File: src/rtl/alu_arbiter.sv
// Two-requester round-robin front end for a fixed-latency ALU.
// All outputs are registered; next values are built combinationally.
module alu_arbiter #(
  parameter int         ALU_LAT = 1,
  parameter logic [3:0] RST_OP  = 4'b1100,
  parameter logic [3:0] IDLE_OP = 4'b0000
) (
  input  logic        clk,
  input  logic        rst,
  input  logic        req0,
  input  logic [31:0] a0,
  input  logic [31:0] b0,
  input  logic [3:0]  op0,
  input  logic        req1,
  input  logic [31:0] a1,
  input  logic [31:0] b1,
  input  logic [3:0]  op1,
  output logic        ack0,
  output logic        ack1,
  output logic        done0,
  output logic        done1,
  output logic [31:0] res,
  output logic [1:0]  err,
  output logic        busy,
  output logic [31:0] alu_a,
  output logic [31:0] alu_b,
  output logic [3:0]  alu_op,
  input  logic [31:0] alu_res,
  input  logic [1:0]  alu_err
);

  typedef enum logic [1:0] {
    INIT,
    IDLE,
    ISSUE,
    DONE
  } state_t;

  state_t      state, state_d;
  logic        ptr, ptr_d;
  logic        gnt, gnt_d;
  logic [3:0]  cnt, cnt_d;
  logic        pick;

  logic        ack0_d, ack1_d;
  logic        done0_d, done1_d;
  logic [31:0] res_d;
  logic [1:0]  err_d;
  logic        busy_d;
  logic [31:0] alu_a_d, alu_b_d;
  logic [3:0]  alu_op_d;

  // ptr holds the last granted requester; a tie goes to the other one
  always_comb begin
    pick = (req0 & req1) ? ~ptr : req1;
  end

  always_comb begin
    state_d  = state;
    ptr_d    = ptr;
    gnt_d    = gnt;
    cnt_d    = cnt;
    ack0_d   = 1'b0;
    ack1_d   = 1'b0;
    done0_d  = 1'b0;
    done1_d  = 1'b0;
    res_d    = res;
    err_d    = err;
    busy_d   = busy;
    alu_a_d  = alu_a;
    alu_b_d  = alu_b;
    alu_op_d = alu_op;
    unique case (state)
      INIT: begin
        state_d  = IDLE;
        busy_d   = 1'b0;
        alu_op_d = IDLE_OP;
      end
      IDLE: begin
        if (req0 | req1) begin
          state_d  = ISSUE;
          ptr_d    = pick;
          gnt_d    = pick;
          cnt_d    = 4'(ALU_LAT - 1);
          busy_d   = 1'b1;
          ack0_d   = ~pick;
          ack1_d   = pick;
          alu_a_d  = pick ? a1 : a0;
          alu_b_d  = pick ? b1 : b0;
          alu_op_d = pick ? op1 : op0;
        end
      end
      ISSUE: begin
        if (cnt == 4'd0) begin
          state_d = DONE;
          res_d   = alu_res;
          err_d   = alu_err;
          done0_d = ~gnt;
          done1_d = gnt;
        end else begin
          cnt_d = cnt - 4'd1;
        end
      end
      DONE: begin
        state_d  = IDLE;
        busy_d   = 1'b0;
        alu_op_d = IDLE_OP;
      end
      default: begin
        state_d = INIT;
      end
    endcase
  end

  always_ff @(posedge clk) begin
    if (rst) begin
      state  <= INIT;
      ptr    <= 1'b1;
      gnt    <= 1'b0;
      cnt    <= 4'd0;
      ack0   <= 1'b0;
      ack1   <= 1'b0;
      done0  <= 1'b0;
      done1  <= 1'b0;
      res    <= 32'd0;
      err    <= 2'd0;
      busy   <= 1'b1;
      alu_a  <= 32'd0;
      alu_b  <= 32'd0;
      alu_op <= RST_OP;
    end else begin
      state  <= state_d;
      ptr    <= ptr_d;
      gnt    <= gnt_d;
      cnt    <= cnt_d;
      ack0   <= ack0_d;
      ack1   <= ack1_d;
      done0  <= done0_d;
      done1  <= done1_d;
      res    <= res_d;
      err    <= err_d;
      busy   <= busy_d;
      alu_a  <= alu_a_d;
      alu_b  <= alu_b_d;
      alu_op <= alu_op_d;
    end
  end

endmodule

File: config.mk
export PLATFORM = sky130hd
export DESIGN_NAME = alu_arbiter
export DESIGN_NICKNAME = d
export VERILOG_FILES = /design/src/rtl/alu_arbiter.sv
export SDC_FILE = /design/constraint.sdc
export NUM_CORES = 1
export LEC_CHECK = 0
export CORE_ASPECT_RATIO = 0.6
export CORE_UTILIZATION = 41
export DETAILED_ROUTE_END_ITERATION = 8
export PLACE_DENSITY_LB_ADDON = 0.25
export SLEW_MARGIN = 20
export SYNTH_ARGS = -nofsm -noshare
export SYNTH_HDL_FRONTEND = slang
export SYNTH_SLANG_ARGS = --single-unit
export TNS_END_PERCENT = 100
File: constraint.sdc
create_clock -name clk -period 3.5 [get_ports clk]
set_clock_uncertainty 0.1 [all_clocks]
set_input_delay 0.875 -clock clk [delete_from_list [all_inputs] [get_ports clk]]
set_output_delay 0.875 -clock clk [all_outputs]
set_load 0.1 [all_outputs]
== Word level (Yosys, flattened, before mapping) ==
Index checks and enable logic that the tools add are counted.
Widths: inputs -> output; s select.
Storage, ports and cells
  memory bits (writable): 0
  memory bits (read-only): 0
  memories: 0
  bits in latches: 0
  logic and storage cells: 56
  bits in registers: 115
Operators by class
  eq/ne operators: 6
  reduce and logical (&&, ||, !) cells: 12
  muxes and demuxes: 14
  order comparisons: 0
  $add $sub $neg: 1
  multipliers: 0
  bitwise gates (word level): 9
  divide/modulo/power cells: 0
  shift-type cells: 0
Operators by type and width (count)
  $mux 32: 2
  $mux 4: 4
  $pmux 4 s2: 2
  $reduce_and 2->1: 4
  $not 1->1: 7
  $ne 2x2->1 const B: 3
  $pmux 2 s3: 1
  $reduce_or 3->1: 2
  $eq 2x2->1 const B: 2
  $logic_not 4->1: 1
  $mux 2: 2
  $reduce_bool 2->1: 2
  $sub 4x1->4 const B: 1
  $reduce_and 3->1: 1
  $eq 2x1->1 const B: 1
  $logic_not 2->1: 1
  $mux 1: 2
  $pmux 1 s2: 1
  $reduce_or 2->1: 1
  $and 1x1->1: 1
  $or 1x1->1: 1

== Longest topological paths before layout ==
Gate-level depths: netlist of the first run.
  depth after elaboration: 5
  depth in mapped cells: 8

== Least setup slack after synthesis of the first run ==
OpenSTA, ideal clock, no wires.
  path type: input port to flip-flop
  start: input port req1
  end: register alu_op[2]
  setup slack: 1.490 ns
  buffers on the path: 1
  stages on the path: 4
  data arrival time: 1.788 ns
  required time: 3.278 ns
  setup time: 0.122 ns
  cells stage by stage: a21boi_2 > buf_6 > mux2_2 > a221o_1
Between the ends
  word-level cells in the longest chain between the ends: 5
  elaborated cells on any way between the ends: 8
Ends and longest elaborated chain
  from (decl): RTL line 14  | input logic req1,
  $and 1x1->1: RTL line 55  | pick = (req0 & req1) ? ~ptr : req1;
  $mux 1: RTL line 55
  $mux 4: RTL line 90  | alu_op_d = pick ? op1 : op0;
  $mux 4: RTL line 80  | if (req0 | req1) begin
  $pmux 4 s2: RTL line 73  | unique case (state)
  to (signal assigned): RTL line 145  | alu_op <= alu_op_d;
  to (decl): RTL line 27  | output logic [3:0] alu_op,
Parallel ways exist; a longest one is shown, timed or not. The select of a mux whose other input is x is not followed.
A chain may end at the register's enable or synchronous reset.

== Worst setup path after layout of the first run ==
  start: input port req0
  end: register alu_a[26]
Between the ends
  word-level cells in the longest chain between the ends: 3
  elaborated cells on any way between the ends: 5
Ends and longest elaborated chain
  from (decl): RTL line 10  | input logic req0,
  $and 1x1->1: RTL line 55
  $mux 1: RTL line 55
  $mux 32: RTL line 88  | alu_a_d = pick ? a1 : a0;
  to (signal assigned): RTL line 143  | alu_a <= alu_a_d;
  to (decl): RTL line 25  | output logic [31:0] alu_a,
Parallel ways exist; a longest one is shown, timed or not.

==> flow_metrics.env, run 1 <==
export IMPL_drive_gt1_share_pct=19.5
export IMPL_die_area_mm2=0.0121
export IMPL_clockBufferDepth=2
export IMPL_boundaryPins=281
export IMPL_regToRegStartpoint="state[1]$_SDFFE_PP0P_"
export IMPL_avgSynthCellArea_um2=9.17
export IMPL_crit_chain="clkdlybuf4s50_1 -> o21a_4 -> buf_4 -> o21ai_0 -> a21oi_1"
export IMPL_clk_pin_slew_worst_paths_ns=0.05
export IMPL_gp_congestion=0.804
export IMPL_grt_pass1_vias=4563
export IMPL_cp_startpoint="req0"
export IMPL_cts_resized_gates=0
export IMPL_avgViaCountPerCell=4.93
export IMPL_cp_required_ns=3.73
export IMPL_tns_ns=0
export IMPL_synthFlopType="dfxtp_1"
export IMPL_status="finished clean"
export IMPL_min_from="res[29]$_SDFFE_PP0P_"
export IMPL_insertedDiodeCount=0
export IMPL_grt_ovfl_total=0
export IMPL_fillers=888
export IMPL_syn_area_mm2=0.00476
export IMPL_yosys_warnings=0
export IMPL_worst_hold_path_type="reg -> reg"
export IMPL_max_freq_ghz=0.414
export IMPL_min_period_ns=2.42
export IMPL_layout_nets=960
export IMPL_numPortBuffers=280
export IMPL_synth_edf_count=0
export IMPL_fin_crit_sh_pct=69.1
export IMPL_arrival_ns=2.64
export IMPL_drv_slew=0
export IMPL_power_density_mw_per_mm2=956
export IMPL_post_drt_wl_per_cell_um=14.9
export IMPL_crit_family="buffers and inverters"
export IMPL_final_util_pct=70.0
export IMPL_drcViolationCount=0
export IMPL_start_util_pct=42.1
export IMPL_core_rowCount=30
export IMPL_end_kind="flop"
export IMPL_grt_start_max_net_pins=63
export IMPL_ant_nets=0
export IMPL_max_cap_viol_count=0
export IMPL_cts_inserted_buffers=17
export IMPL_cp_slowest_stage_delay_ns=0.66
export IMPL_final_hold_viol_count=0
export IMPL_clockRootBuffer="clkbuf_16"
export IMPL_start_kind="input pin"
export IMPL_netlist_instances=519
export IMPL_dp_hpwl_mm=10.3
export IMPL_clkLatencyLatePin_ns=0.40
export IMPL_grt_pass1_wl_mm=22.2
export IMPL_cts_tree="yes"
export IMPL_syn_num_nets=697
export IMPL_h_tree_depth=4
export IMPL_final_common_cell="clkdlybuf4s50_1"
export IMPL_antenna_found_initial=0
export IMPL_synth_yosys_seq_area_share_pct=48.4
export IMPL_cts_setup_buffers=0
export IMPL_wl_mm=14.3
export IMPL_grt_usage_pct=23.6
export IMPL_final_cell_mix="clkdlybuf4s50_1 (173), dfxtp_1 (115), buf_4 (111)"
export IMPL_hold_slack_ns=0.355
export IMPL_rsz0062_at_grt="no"
export IMPL_leakagePower_nw=3.23
export IMPL_firstDrtPassIters=6
export IMPL_ir_worst_vdd_v=0.000508
export IMPL_critPathBufInv=2
export IMPL_ys_seq_elements=115
export IMPL_slew_headroom_pct=54.9
export IMPL_ys_types=35
export IMPL_setup_viol=0
export IMPL_hold_buffers=0
export IMPL_worst_slew_pin_slew_ns=0.676
export IMPL_area_delta_synth_final_pct=66.1
export IMPL_vias=4710
export IMPL_crit_path_max_fanout=47
export IMPL_cp_slowest_cell="clkdlybuf4s50_1"
export IMPL_async_flop_share_pct=0
export IMPL_die_h_um=85.5
export IMPL_critPathKind="in -> reg"
export IMPL_dieWidth_um=141
export IMPL_clock_sinks=115
export IMPL_first_iter_violations=168
export IMPL_core_mm2=0.0113
-- worst register-to-register path, stage by stage, from the launching register on --
cell and delay, ns:
dfxtp_1 0.32, inv_1 0.07, ha_1 0.36, o21a_4 0.50, buf_4 0.34, o21ai_0 0.13, a21oi_1 0.15
-- layer usage --
| layer | vias up | GRT usage, % | share of wire, % | wire, um |
|---|---|---|---|---|
| met5 | - | 0 | 0 | 0 |
| met2 | 155 | 40.2 | 49 | 6930 |
| met4 | 0 | 11.1 | 1.8 | 262 |
| met3 | 23 | 6.04 | 6.4 | 911 |
| met1 | 2171 | 28.1 | 43 | 6170 |
| li1 | 2361 | - | - | - |
-- synth_stat cells, types with 2 or more instances --
cell type | n | area [um2]
a221o_1 | 2 | 20.0
buf_6 | 2 | 22.5
buf_12 | 2 | 40.0
buf_4 | 4 | 30.0
or3b_2 | 2 | 17.5
a211o_1 | 3 | 26.3
inv_1 | 7 | 26.3
nor3_1 | 2 | 10.0
a21oi_1 | 104 | 521
ha_1 | 4 | 50.1
dfxtp_1 | 115 | 2300
nor2_1 | 6 | 22.5
o2bb2ai_1 | 2 | 17.5
nand2_1 | 72 | 270
clkbuf_1 | 22 | 82.6
o21ai_0 | 67 | 335
and3_1 | 2 | 12.5
o31ai_1 | 3 | 22.5
mux2_2 | 3 | 33.8
buf_2 | 12 | 60.1
o211ai_1 | 2 | 15.0
mux2i_1 | 68 | 681
-- power by group --
group | switching, W | internal (W) | leakage, nW
Combinational | 0.00311 | 0.000976 | 2.02
Sequential | 0.000193 | 0.00167 | 0.942
Clock | 0.000589 | 0.00103 | 0.265
Total | 0.00389 | 0.00367 | 3.23
-- cell families (layout without fill, tap and decap cells) --
logic type,count (synthesis),in the layout,synth area share [%]
adders and majority gates,4,4,1.05
AOI/OAI and AO/OA,186,186,20.8
muxes,71,71,15.0
and+or+nand+nor,93,93,8.94
buffers and inverters,50,326,5.81
DFF,115,115,48.4
-- area by class of cell --
cell class	count	area [um2]	area share (%)
Clock buffer	23	478	6.04
Tap cell	160	200	2.53
Multi-Input combinational cell	354	2200	27.8
Timing Repair Buffer	287	2630	33.2
Sequential cell	115	2300	29.1
Clock inverter	9	80.1	1.01
Inverter	7	26.3	0.332
-- flip-flops by register name, indices dropped and copies added, names as in the netlist --
name / count
done0: 1
gnt: 1
ptr: 1
state: 2
done1: 1
alu_b: 32
res: 32
busy: 1
ack0: 1
alu_op: 4
cnt: 4
alu_a: 32
ack1: 1
err: 2
-- final timing paths --
check / endpoint / slack (ns) / depth (start not counted)
max: alu_a[26]$_SDFFE_PP0P_ / 1.08 / 5
min: res[29]$_SDFFE_PP0P_ / 0.35 / 2
max reg2reg: alu_a[26]$_SDFFE_PP0P_ / 1.45 / 6
min reg2reg: res[29]$_SDFFE_PP0P_ / 0.35 / 2
-- metrics by stage --
step | total power, W | setup slack (ns) | cell area, um2 | std cells
after global placement | 0.00589 | 0.780 | 7350 | 923
after global routing | 0.00788 | 0.959 | 7910 | 955
after floorplan | 0.00505 | 1.49 | 4760 | 519
after CTS | 0.00760 | 1.11 | 7910 | 955
final | 0.00756 | 1.08 | 7910 | 955
after detailed placement | 0.00597 | 0.681 | 7350 | 923
No activity file was read; power rests on OpenSTA's default activity.
==> run 2, diff against run 1 <==
CORE_UTILIZATION = 38   (was 41)
clock period = 2.41 ns   (was 3.5 ns; I/O delays follow)
==> run 2 against run 1 <==
Compared with the run above:
- count of clock-buffer cells in the layout shrank 3
- routed wire length increased by 3.4%
- worst setup slack worse by 0.72 ns
- clock power up 46%
- combinational power rose by 47%
- die area grew 7.7%
- sequential share of layout area down 0.28 points
==> flow_metrics.env, run 2 (synthesis results as in run 1) <==
export IMPL_cts_inserted_buffers=17
export IMPL_clockBufferDepth=2
export IMPL_grt_usage_pct=22.1
export IMPL_clock_sinks=115
export IMPL_clkLatencyLatePin_ns=0.39
export IMPL_clockRootBuffer="clkbuf_16"
export IMPL_power_density_mw_per_mm2=1390
export IMPL_slew_headroom_pct=66.8
export IMPL_drv_slew=0
export IMPL_fin_crit_sh_pct=84.9
export IMPL_die_area_mm2=0.0130
export IMPL_cp_required_ns=2.61
export IMPL_arrival_ns=2.25
export IMPL_regToRegStartpoint="state[0]$_SDFFE_PP0P_"
export IMPL_die_h_um=88.7
export IMPL_setup_viol=0
export IMPL_min_period_ns=2.05
export IMPL_min_from="res[27]$_SDFFE_PP0P_"
export IMPL_gp_congestion=0.802
export IMPL_dieWidth_um=146
export IMPL_firstDrtPassIters=4
export IMPL_p_int_w=0.00541
export IMPL_grt_ovfl_total=0
export IMPL_cp_startpoint="state[0]$_SDFFE_PP0P_"
export IMPL_grt_start_max_net_pins=91
export IMPL_avgViaCountPerCell=4.87
export IMPL_antenna_found_initial=0
export IMPL_worst_slew_pin_slew_ns=0.492
export IMPL_cts_resized_gates=0
export IMPL_drcViolationCount=0
export IMPL_cts_tree="yes"
export IMPL_final_cell_mix="clkdlybuf4s50_1 (173), dfxtp_1 (115), buf_4 (115)"
export IMPL_hold_buffers=0
export IMPL_core_mm2=0.0121
export IMPL_ant_nets=0
export IMPL_wl_mm=14.8
export IMPL_vias=4695
export IMPL_p_switching_w=0.00567
export IMPL_numPortBuffers=280
export IMPL_core_rowCount=31
export IMPL_p_seq_share_pct=24.4
export IMPL_crit_path_max_fanout=41
export IMPL_rsz0062_at_grt="no"
export IMPL_drive_gt1_share_pct=20.1
export IMPL_max_freq_ghz=0.489
export IMPL_dp_hpwl_mm=10.8
export IMPL_worst_hold_path_type="reg -> reg"
export IMPL_max_cap_viol_count=0
export IMPL_critPathKind="reg -> reg"
export IMPL_final_hold_viol_count=0
export IMPL_cts_setup_buffers=0
export IMPL_pwr_share_clk_pct=21.3
export IMPL_h_tree_depth=4
export IMPL_p_comb_share_pct=54.3
export IMPL_r2r_setup_slack_ns=0.36
export IMPL_clk_pin_slew_worst_paths_ns=0.05
export IMPL_final_common_cell="clkdlybuf4s50_1"
export IMPL_boundaryPins=281
export IMPL_tns_ns=0
export IMPL_start_util_pct=39.2
export IMPL_grt_pass1_wl_mm=22.6
export IMPL_layout_nets=966
export IMPL_area_delta_synth_final_pct=67.8
export IMPL_start_kind="flop"
export IMPL_insertedDiodeCount=0
export IMPL_end_kind="flop"
export IMPL_status="finished clean"
export IMPL_first_iter_violations=217
export IMPL_leakagePower_nw=3.27
export IMPL_grt_pass1_vias=4550
export IMPL_fin_total_pwr_w=0.0111
export IMPL_ir_worst_vdd_v=0.000762
export IMPL_reg_top3="alu_a: 32 flops, alu_b: 32 flops, res: 32 flops"
export IMPL_swShare_pct=51.2
export IMPL_post_drt_wl_per_cell_um=15.3
run 2: cell count changes in the layout (fill, tap and decap cells not counted):
cell | before | now
clkbuf_8 | 3 | 1
buf_12 | 3 | 5
clkbuf_1 | 3 | 2
clkinvlp_4 | 4 | 3
bufinv_16 | 1 | 2
clkinv_2 | 4 | 6
buf_4 | 111 | 115
run 2: worst paths after layout:
check | endpoint | cells after the start
min | res[27]$_SDFFE_PP0P_ | 2
max | cnt[0]$_SDFFE_PP0P_ | 5
max reg2reg | cnt[0]$_SDFFE_PP0P_ | 5
min reg2reg | res[27]$_SDFFE_PP0P_ | 2
run 2: worst max-delay path, cell delays in order, from the launching register on:
cell,delay (ns)
dfxtp_1,0.34
inv_1,0.06
ha_1,0.30
and4bb_4,0.38
or4_4,0.53
a221oi_2,0.24
run 2: layout make-up:
cell class	instances	area, um2
Multi-Input combinational cell	354	2200
Clock buffer	20	447
Inverter	7	26.3
Tap cell	165	206
Clock inverter	11	113
Fill cell	1012	4160
Sequential cell	115	2300
Timing Repair Buffer	293	2700
run 2: layer usage:
layer	wire length, um	track usage (%)	vias up	part of all wire, %
met2	7510	40.6	152	51
met4	150	7.77	0	1.0
li1	-	-	2378	-
met1	6200	25.0	2155	42
met5	0	0	-	0
met3	900	6.29	10	6.1
run 2: power groups by stage:
stage	Sequential [W]	Clock (W)	Combinational [W]
after detailed placement	0.00272	0	0.00601
after floorplan	0.00596	0	0.00137
final	0.00270	0.00236	0.00601
after global routing	0.00277	0.00250	0.00626
after global placement	0.00270	0	0.00592
after CTS	0.00270	0.00242	0.00602
run 2: stage by stage:
stage               instance area (um2)  std cells  setup WS [ns]  hold slack (ns)  util [%]
floorplan                          4760        519          0.663            0.316         -
global placement                   7430        934          0.100            0.343      61.2
detailed placement                 7430        934         0.0274            0.347      61.2
CTS                                7990        965          0.357            0.354      65.8
global route                       7990        965          0.269            0.368      65.8
finish                             7990        965          0.364            0.354      65.8
==> run 3, diff against run 2 <==
CORE_UTILIZATION = 34   (was 38)
clock period = 1.7 ns   (was 2.41 ns; I/O delays follow)
==> run 3 against run 2 <==
Compared with the run above:
- flip-flop and latch count stayed put
- the run now ends with setup timing left
- worst hold slack worse by 0.0023 ns
- final cell count is 6.8% higher
- fmax is 19% higher
- cell area is 25% higher
- core utilization is 7.1 points higher
- highest routed layer unchanged
- power is 71% higher
==> flow_metrics.env, run 3 (synthesis results as in run 1) <==
export IMPL_clock_sinks=115
export IMPL_arrival_ns=1.92
export IMPL_reg_top3="alu_a: 32 flops, alu_b: 32 flops, res: 32 flops"
export IMPL_cts_inserted_buffers=17
export IMPL_grt_pass1_wl_mm=24.9
export IMPL_stdcell_area_mm2=0.00995
export IMPL_vias=5001
export IMPL_grt_ovfl_total=0
export IMPL_worst_slew_pin_slew_ns=0.441
export IMPL_p_comb_share_pct=57.7
export IMPL_violations="setup timing"
export IMPL_swShare_pct=46.3
export IMPL_p_int_w=0.0102
export IMPL_post_drt_wl_per_cell_um=16.4
export IMPL_setup_viol=1
export IMPL_antenna_found_initial=0
export IMPL_fin_crit_sh_pct=101
export IMPL_first_iter_violations=146
export IMPL_crit_family="simple AND/OR/NAND/NOR gates"
export IMPL_drcViolationCount=0
export IMPL_core_rowCount=33
export IMPL_crit_path_max_fanout=5
export IMPL_max_freq_ghz=0.584
export IMPL_cp_required_ns=1.90
export IMPL_p_seq_share_pct=22.2
export IMPL_min_period_ns=1.71
export IMPL_wl_mm=16.9
export IMPL_end_kind="flop"
export IMPL_slew_headroom_pct=70.2
export IMPL_clkLatencyLatePin_ns=0.40
export IMPL_die_h_um=93.6
export IMPL_grt_pass1_vias=4927
export IMPL_dp_hpwl_mm=12.1
export IMPL_gp_congestion=0.795
export IMPL_clockBufferDepth=2
export IMPL_drive_gt1_share_pct=26.1
export IMPL_wl_met2_mm=8.49
export IMPL_final_hold_viol_count=0
export IMPL_h_tree_depth=4
export IMPL_cts_tree="yes"
export IMPL_pwr_share_clk_pct=20.2
export IMPL_final_cells=1031
export IMPL_leakagePower_nw=3.88
export IMPL_ant_nets=0
export IMPL_ir_worst_vdd_v=0.000889
export IMPL_max_cap_viol_count=0
export IMPL_hold_buffers=0
export IMPL_die_area_mm2=0.0145
export IMPL_setup_ws_ns=-0.0124
export IMPL_clk_pin_slew_worst_paths_ns=0.05
export IMPL_critPathKind="reg -> reg"
export IMPL_fin_total_pwr_w=0.0189
export IMPL_final_common_cell="clkdlybuf4s50_1"
export IMPL_critPathBufInv=1
export IMPL_dr_max_layer_used="met4"
export IMPL_numPortBuffers=280
export IMPL_layout_nets=1004
export IMPL_insertedDiodeCount=0
export IMPL_core_mm2=0.0137
export IMPL_grt_usage_pct=22.1
export IMPL_final_cell_mix="clkdlybuf4s50_1 (172), buf_12 (114), dfxtp_1 (112)"
export IMPL_area_delta_synth_final_pct=109
export IMPL_grt_start_max_net_pins=48
export IMPL_clockRootBuffer="clkbuf_16"
export IMPL_start_kind="flop"
export IMPL_worst_hold_path_type="reg -> reg"
export IMPL_dp_cells=987
export IMPL_firstDrtPassIters=4
export IMPL_p_switching_w=0.00877
export IMPL_boundaryPins=281
export IMPL_status="finished, violations left"
export IMPL_fillers=924
export IMPL_met1_length_mm=6.86
export IMPL_dieWidth_um=155
export IMPL_power_density_mw_per_mm2=1900
export IMPL_placed_area_mm2=0.00903
export IMPL_cp_slowest_stage_delay_ns=0.52
export IMPL_cp_slowest_cell="or4_4"
export IMPL_dr_wl_met3_mm=1.17
export IMPL_start_util_pct=34.8
export IMPL_rsz0062_at_grt="yes"
export IMPL_hold_slack_ns=0.352
export IMPL_dpl_worst_slack_ns=-0.454
export IMPL_crit_chain="buf_6 -> ha_4 -> nor3b_4 -> or4_4 -> a221oi_2"
export IMPL_drv_slew=0
export IMPL_avgViaCountPerCell=4.85
run 3: cell type report:
cell class	instances	area (um2)	share of cell area, %
well taps	192	240	2.41
clock inverters	11	178	1.79
multi-input cells	354	2300	23.1
repair buffers	331	4440	44.6
clock buffers	21	460	4.63
flip-flops and latches	115	2310	23.2
inverters	7	26.3	0.264
run 3: repair_timing:
action / 4_1_cts / 5_1_grt
endpoints found under the hold margin: 0 / 0
pin swaps: 6 / 4
setup endpoints to repair: 13 / 54
cloned: 0 / 4
setup buffers: 4 / 4
gates resized for setup: 14 / 25
run 3: power groups by stage:
stage               logic (W)  clock network [W]  registers (W)
global placement       0.0103                  0        0.00416
finish                 0.0109            0.00382        0.00420
detailed placement     0.0104                  0        0.00421
CTS                    0.0106            0.00388        0.00418
floorplan             0.00196                  0        0.00845
global route           0.0113            0.00401        0.00429
run 3: layer usage:
| metal | vias to the layer above | track usage [%] |
|---|---|---|
| met3 | 30 | 7.92 |
| met5 | - | 0 |
| met2 | 178 | 40.3 |
| met1 | 2341 | 23.3 |
| li1 | 2452 | - |
| met4 | 0 | 9.08 |
run 3: worst paths after layout:
path	from	end	slack, ns	cells past startpoint
worst max register to register	state[0]$_SDFFE_PP0P_	cnt[0]$_SDFFE_PP0P_	-0.01	5
worst min register to register	gnt$_SDFFE_PP0P_	done0$_SDFF_PP0_	0.35	1
worst min-delay path	gnt$_SDFFE_PP0P_	done0$_SDFF_PP0_	0.35	1
worst max-delay path	state[0]$_SDFFE_PP0P_	cnt[0]$_SDFFE_PP0P_	-0.01	5
run 3: per-stage QoR:
| stage | TNS [ns] | utilization, % |
|---|---|---|
| after floorplan | -0.00267 | - |
| after CTS | -0.0609 | 71.2 |
| after global routing | -0.279 | 72.8 |
| after global placement | -24.57 | 66.1 |
| after detailed placement | -27.28 | 66.1 |
| final | -0.0124 | 72.8 |
